==> src/rtl/fifo_burst_reader.sv <==
// Burst reader for the read side of the async PCIe DMA data FIFO; a 2-entry prefetch buffer absorbs the FIFO read latency.
// Define FIFO_RD_TIMEOUT_EN to flush a partial burst after TIMEOUT_CYC idle cycles below the burst threshold.
//
// state | meaning
// IDLE  | waiting for the water level (or the idle timeout) to start a burst
// BURST | issuing FIFO reads until len reads have been issued
// DRAIN | all reads issued; streaming the rest of the burst out of the buffer
module fifo_burst_reader #(
    parameter int DATA_WIDTH  = 128,
    parameter int LEVEL_WIDTH = 11,
    parameter int BURST_LEN   = 16,
    parameter int TIMEOUT_CYC = 256
) (
    input  logic                   clk,
    input  logic                   rst_n,
    output logic                   fifo_rd_en,
    input  logic [DATA_WIDTH-1:0]  fifo_rd_data,
    input  logic                   fifo_rd_empty,
    input  logic [LEVEL_WIDTH-1:0] fifo_rd_water_level,
    output logic                   m_valid,
    input  logic                   m_ready,
    output logic [DATA_WIDTH-1:0]  m_data,
    output logic                   m_sop,
    output logic                   m_eop,
    output logic [7:0]             m_len,
    output logic                   busy,
    output logic [15:0]            burst_cnt
);

    typedef enum logic [1:0] {
        IDLE  = 2'd0,
        BURST = 2'd1,
        DRAIN = 2'd2
    } state_t;

    localparam logic [LEVEL_WIDTH-1:0] BURST_LEVEL = LEVEL_WIDTH'(BURST_LEN);
    localparam logic [7:0]             BURST_LEN_B = 8'(BURST_LEN);

    state_t                state;
    state_t                state_nxt;
    logic [7:0]            len;
    logic [7:0]            issued;
    logic [7:0]            sent;
    logic                  inflight;
    logic                  wr_ptr;
    logic                  rd_ptr;
    logic [1:0]            buf_cnt;
    logic [DATA_WIDTH-1:0] buf_mem [2];
    logic                  pop;
    logic                  last_beat;
    logic                  full_start;
    logic                  start;
    logic [7:0]            start_len;
    logic [1:0]            occupancy;

    assign full_start = (fifo_rd_water_level >= BURST_LEVEL);

`ifdef FIFO_RD_TIMEOUT_EN
    logic [15:0] idle_cnt;
    logic        partial;
    logic        timeout_hit;

    assign partial     = (fifo_rd_water_level != '0) && !full_start;
    assign timeout_hit = partial && (idle_cnt == 16'(TIMEOUT_CYC - 1));
    assign start       = full_start || timeout_hit;
    assign start_len   = full_start ? BURST_LEN_B : 8'(fifo_rd_water_level);

    always_ff @(posedge clk or negedge rst_n) begin
        if (!rst_n) begin
            idle_cnt <= '0;
        end else if (state == IDLE && partial && !timeout_hit) begin
            idle_cnt <= idle_cnt + 16'd1;
        end else begin
            idle_cnt <= '0;
        end
    end
`else
    assign start     = full_start;
    assign start_len = BURST_LEN_B;
`endif

    assign pop       = m_valid && m_ready;
    assign last_beat = pop && (sent == len - 8'd1);
    // Occupancy after this cycle's pop, so a beat leaving frees its slot for a read in the same cycle.
    assign occupancy = buf_cnt + {1'b0, inflight} - {1'b0, pop};

    always_ff @(posedge clk or negedge rst_n) begin
        if (!rst_n) begin
            state <= IDLE;
        end else begin
            state <= state_nxt;
        end
    end

    always_comb begin
        state_nxt = state;
        case (state)
            IDLE:    if (start) state_nxt = BURST;
            BURST:   if (issued == len) state_nxt = DRAIN;
            DRAIN:   if (last_beat) state_nxt = IDLE;
            default: state_nxt = IDLE;
        endcase
    end

    always_comb begin
        fifo_rd_en = 1'b0;
        if (state == BURST && issued < len && !fifo_rd_empty && occupancy < 2'd2) begin
            fifo_rd_en = 1'b1;
        end
    end

    always_ff @(posedge clk or negedge rst_n) begin
        if (!rst_n) begin
            len       <= '0;
            issued    <= '0;
            sent      <= '0;
            burst_cnt <= '0;
        end else begin
            if (state == IDLE && start) begin
                len    <= start_len;
                issued <= '0;
                sent   <= '0;
            end else begin
                if (fifo_rd_en) issued <= issued + 8'd1;
                if (pop)        sent   <= sent + 8'd1;
            end
            if (state == DRAIN && last_beat) begin
                burst_cnt <= burst_cnt + 16'd1;
            end
        end
    end

    always_ff @(posedge clk or negedge rst_n) begin
        if (!rst_n) begin
            inflight <= 1'b0;
            wr_ptr   <= 1'b0;
            rd_ptr   <= 1'b0;
            buf_cnt  <= '0;
        end else begin
            inflight <= fifo_rd_en;
            if (inflight) wr_ptr <= ~wr_ptr;
            if (pop)      rd_ptr <= ~rd_ptr;
            buf_cnt <= buf_cnt + {1'b0, inflight} - {1'b0, pop};
        end
    end

    always_ff @(posedge clk) begin
        if (inflight) begin
            buf_mem[wr_ptr] <= fifo_rd_data;
        end
    end

    assign m_valid = (buf_cnt != 2'd0);
    assign m_data  = buf_mem[rd_ptr];
    assign m_sop   = m_valid && (sent == 8'd0);
    assign m_eop   = m_valid && (sent == len - 8'd1);
    assign m_len   = len;
    assign busy    = (state != IDLE);

endmodule

==> config.mk <==
export PLATFORM = sky130hd
export DESIGN_NAME = fifo_burst_reader
export DESIGN_NICKNAME = d
export VERILOG_FILES = /design/src/rtl/fifo_burst_reader.sv
export SDC_FILE = /design/constraint.sdc
export NUM_CORES = 1
export LEC_CHECK = 0
export BUFFER_PORTS_ARGS = -buffer_cell sky130_fd_sc_hd__buf_2
export CAP_MARGIN = 30
export CORE_UTILIZATION = 30
export DETAILED_ROUTE_END_ITERATION = 8
export HOLD_SLACK_MARGIN = 0.03
export PLACE_DENSITY = 0.5
export SLEW_MARGIN = 15
export SYNTH_ARGS = -nofsm -noshare
export SYNTH_HDL_FRONTEND = slang
export SYNTH_SLANG_ARGS = --single-unit
==> constraint.sdc <==
create_clock -name clk -period 9.5 [get_ports clk]
set_input_delay 0 -clock clk [delete_from_list [all_inputs] [get_ports clk]]
set_output_delay 0 -clock clk [all_outputs]
set_load 0.01 [all_outputs]
---- Word level (Yosys, flattened, before mapping) ----
Memory sizes are Yosys's and may differ from the RTL's.
Cells that the tools add are included.
word-level totals
  register bits after elaboration ......... 40
  RAM bits ................................ 256
  output and inout port bits .............. 157
  logic and storage cells ................. 56
  memories kept ........................... 1
cells by class
  add/sub/neg operators ................... 6
  $lt $le $gt $ge ......................... 3
  eq/ne operators ......................... 7
  multiplexer cells ....................... 11
  bitwise operators ....................... 2
  reductions and logical operators ........ 17
memories
  name     depth  width  read ports  clocked after memory_dff  wr ports  line  text
  buf_mem  2      128    1           0                         1         48    logic [DATA_WIDTH-1:0] buf_mem [2];
operators by type and width
  kind                     count
  $mux W8                  4
  $add A16 B1 Y16 const B  1
  $add A8 B1 Y8 const B    2
  $ge A11 B5 Y1 const B    1
  $logic_and A1 B1 Y1      9
  $eq A8 B5 Y1             1
  $eq A8 B8 Y1             1
  $logic_not A8 Y1         1
  $lt A8 B5 Y1             1
  $reduce_bool A2 Y1       4
  $mux W2                  3
  $ne A2 B2 Y1 const B     3
  $pmux W2 S3              1
  $sub A5 B1 Y6 const B    1
  $mux W1                  3
  $reduce_and A3 Y1        1
  $add A2 B1 Y2            1
  $eq A2 B1 Y1 const B     1
  $eq A2 B2 Y1 const B     1
  $logic_not A2 Y1         1
  $lt A2 B2 Y1 const B     1
  $not A1 Y1               2
  $sub A2 B1 Y2            1
  $logic_not A1 Y1         1

---- Logic depth before layout (Yosys ltp) ----
  depth after elaboration ................. 8
  depth in mapped cells ................... 9

---- Worst setup path after synthesis ----
OpenSTA, ideal clock, no wires.
  path type ............................... flip-flop to flip-flop
  from .................................... register wr_ptr
  to ...................................... memory buf_mem[0][0] (enable)
  arrival ................................. 6058 ps
  required time ........................... 8868 ps
  slack ................................... 2810 ps
  cell stages (with the launch flop) ...... 2
  buffers on the path ..................... 0
  cell sequence ........................... dfrtp_1 nor2b_1
RTL lines
  item                    line  text
  start, declared         45    logic wr_ptr;
  start signal, assigned  141   if (inflight) wr_ptr <= ~wr_ptr;
  end, declared           48
No word-level cell before the write port.

---- Worst setup path after layout ----
  from .................................... register buf_cnt[0]
  to ...................................... output fifo_rd_en
on the way
  longest elaborated chain between the ends .. 6
  elaborated cells on any way between the ends .. 7
  those cells by class .................... add/sub: 2; order compare: 1; mux: 1; reduce/logical: 3
ends and longest elaborated chain
  item                    line  text
  start, declared         47    logic [1:0] buf_cnt;
  start signal, assigned  143   buf_cnt <= buf_cnt + {1'b0, inflight} - {1'b0, pop};
  $reduce_bool A2 Y1      153   assign m_valid = (buf_cnt != 2'd0);
  $logic_and A1 B1 Y1     82    assign pop = m_valid && m_ready;
  via pop                 49    logic pop;
  $sub A2 B1 Y2           85    assign occupancy = buf_cnt + {1'b0, inflight} - {1'b0, pop};
  $lt A2 B2 Y1            107   if (state == BURST && issued < len && !fifo_rd_empty && occupancy < 2'd2) begin
  $logic_and A1 B1 Y1     107
  $mux W1                 107
  end, declared           16    output logic fifo_rd_en,
The timed path passes the listed nets, and every way through them passes these cells.

==> results.json <==
{
  "cts_buffers": 35,
  "grt_pass1_vias": 7084,
  "chipWidth_um": 196.3,
  "async_flop_share_pct": 13.51,
  "dp_hpwl_mm": 16.07,
  "p_int_w": 0.003084,
  "drive_gt1_share_pct": 46.67,
  "rows": 70,
  "h-tree-depth": 2,
  "clock_sinks": 296,
  "holdWs_ns": 0.07308,
  "setup-tns-final_ns": 0,
  "slowest_stage": "o21ai_1",
  "dr.pass1.iters": 4,
  "p_sw_w": 0.001282,
  "die_area_um2": 38530,
  "crit_buf_inv": 4,
  "vdd.ir_drop.worst_mv": 0.1740,
  "track_usage_pct": 13.11,
  "grt_max_degree": 65,
  "yosysSeqAreaShare_pct": 76.71,
  "design.portCount": 300,
  "cts.path.max_buffers": 3,
  "clock_skew_ns": 0.01760,
  "power_leakage_nw": 6.218,
  "start_util_pct": 30.72,
  "worstHoldStart": "fifo_rd_water_level[4]",
  "grt_pass1_wl_mm": 39.22,
  "overflow": 0,
  "post-route-period-util_pct": 31.32,
  "synth_cells": 592,
  "min_period_ns": 2.975,
  "max_cap_viol_count": 0,
  "tightest_slew_ns": 0.9369,
  "clk_latency_ns": 0.52,
  "synth_seq_cells": 296,
  "wl_per_cell_um": 16.05,
  "crit_path_max_fanout": 7,
  "wl_mm": 25.22,
  "die_y_um": 196.3,
  "synth-edff-count": 256,
  "top_usage_layer": "met2",
  "power.total_w": 0.004366,
  "finalMaxSlewViolations": 0,
  "rsz0062_at_grt": "false",
  "path_cells": "o21ai_1 -> inv_1 -> ha_1 -> inv_1 -> ha_1 -> xnor3_1 -> nand3_1 -> inv_1 -> buf_2",
  "cts_resized": 0,
  "crit_path_start": "buf_cnt[0]",
  "p_comb_share_pct": 28.5,
  "syn-cell-area_um2": 11330,
  "r2r-start": "inflight",
  "area_growth_syn_to_layout_pct": 40.37,
  "clk_pin_slew_worst_paths_ns": 0.06,
  "max_stage_delay_ns": 0.47,
  "max_freq_mhz": 336.1,
  "finalHoldViolCount": 0,
  "final_area_um2": 15900,
  "pwr-share-seq_pct": 41.7,
  "antenna_left": 0,
  "setup_viol": 0,
  "path_class": "register to output port",
  "sw_frac_of_total_pct": 29.36,
  "critPathRequiredTime_ns": 9.50,
  "hold_path.class": "input pin to register",
  "vias_per_cell": 4.239,
  "via_count": 6659,
  "avgSynthCellArea_um2": 19.13,
  "met1_usage_pct": 16.09,
  "ys_warn_count": 0,
  "core_um2": 36870,
  "nets": 1192,
  "worst_path_most_repeated_cell": "inv_1",
  "port_buffers": 288,
  "outcome": "finished, final reports clean",
  "antenna_found_initial": 0,
  "critPathTopFamily": "buffers and inverters",
  "cp.arrival_ns": 2.98,
  "critPathLaunchType": "register",
  "remaining_drc_errors": 0,
  "p_clk_share_pct": 29.9,
  "yosys_most_used_dff": "edfxtp_1",
  "p_per_area_nw_per_um2": 274.6,
  "drtIter0Drc": 185,
  "cts_tree": "built",
  "ctsRootBufferMaster": "clkbuf_16",
  "gp_congestion": 0.7360,
  "synth_cell_type_count": 46,
  "cp-end-kind": "output port",
  "diodes": 0,
  "use_met2_pct": 21.95,
  "place_area_um2": 13410,
  "grt_use_met3_pct": 3.816,
  "slew_headroom_pct": 37.54
}
## registers in the layout, indices dropped and copies added, names as in the netlist
| name | flops |
|---|---|
| buf_cnt | 2 |
| buf_mem | 256 |
| burst_cnt | 16 |
| inflight | 1 |
| issued | 8 |
| m_len | 1 |
| rd_ptr | 1 |
| sent | 8 |
| state | 2 |
| wr_ptr | 1 |
## logic make-up after synthesis
kind of cell / share of synthesized area, %
multiplexers: 12.91
buffers and inverters: 1.657
AO/OA/AOI/OAI: 0.8175
adder cells (fa/ha/maj): 0.8838
XOR/XNOR: 2.132
other: 0.03311
flip-flops: 76.71
AND/OR/NAND/NOR: 4.850
## cell type report
type                            count  area (um^2)
Clock buffer                       47        962.2
Clock inverter                     16        171.4
Fill cell                        3381        20980
Inverter                           13        48.80
Multi-Input combinational cell    264         2482
Sequential cell                   296         8692
Tap cell                          504        630.6
Timing Repair Buffer              431         2910
## repair_timing
item                                   CTS  global route
endpoints found under the hold margin  301             0
buffers inserted                         0             0
hold buffers                           134             0
## routing by layer
metal,vias up,wire length (um)
li1,3174,-
met1,3226,10960
met2,209,11960
met3,50,1641
met4,0,656
met5,-,0
## cell usage in the layout (no fill, tap or decap), types with 7 or more instances in the layout
cell type      count
inv_1             13
edfxtp_1         256
xor2_1            19
mux2_2           129
nand4_1            9
dlygate4sd3_1    134
ha_1               8
nand2_1            9
buf_2            288
nor2_1            18
clkbuf_16         36
clkbuf_1           9
dfrtp_1           39
conb_1             7
## Yosys cell counts, drive strengths merged (3+ instances only)
master	instances	area [um^2]
a21oi	4	20.02
buf	11	86.33
clkbuf	14	52.55
dfrtp	40	1001
edfxtp	256	7687
ha	8	100.1
inv	13	48.80
mux2	129	1453
nand2	9	33.78
nand3	6	35.03
nand4	9	56.30
nor2	18	67.56
nor2b	3	18.77
nor3	6	30.03
nor3b	3	22.52
nor4	6	95.09
nor4b	4	47.55
or2	5	31.28
or4	4	37.53
xnor2	6	52.55
xor2	19	166.4
## power by group through the flow
stage,sequential [W],combinational [W],clock (W)
4_1_cts,0.00182,0.00128,0.00135
2_1_floorplan,0.00185,0.000763,0
6_report,0.00182,0.00124,0.00130
3_3_place_gp,0.00188,0.00117,0
5_1_grt,0.00185,0.00135,0.00140
3_5_place_dp,0.00185,0.00122,0
## per-stage QoR
| step | instances | util, % | worst slack [ns] |
|---|---|---|---|
| 3_5_place_dp | 1373 | 36.36 | 6.515 |
| 3_3_place_gp | 1370 | 36.16 | 6.465 |
| 6_report | 1571 | 43.11 | 6.525 |
| 4_1_cts | 1570 | 43.07 | 6.430 |
| 5_1_grt | 1571 | 43.11 | 6.254 |
| 2_1_floorplan | 598 | - | 2.810 |
## worst min-delay path, cell delays in order
cell and delay [ns]:
buf_2 0.08, nor4_1 0.05, nor2_1 0.34, a21oi_1 0.08
## worst paths after layout
| kind | endpoint | slack (ns) | cells after the start |
|---|---|---|---|
| min in group asynchronous | sent[4] | 0.57 | 4 |
| min | issued[3] | 0.07 | 4 |
| max reg2reg | buf_mem[0][121] | 6.63 | 3 |
| max | fifo_rd_en | 6.52 | 9 |
| max in group asynchronous | m_len[4] | 7.97 | 5 |
| min reg2reg | burst_cnt[15] | 0.46 | 1 |
Power figures use the tool's default switching activity.
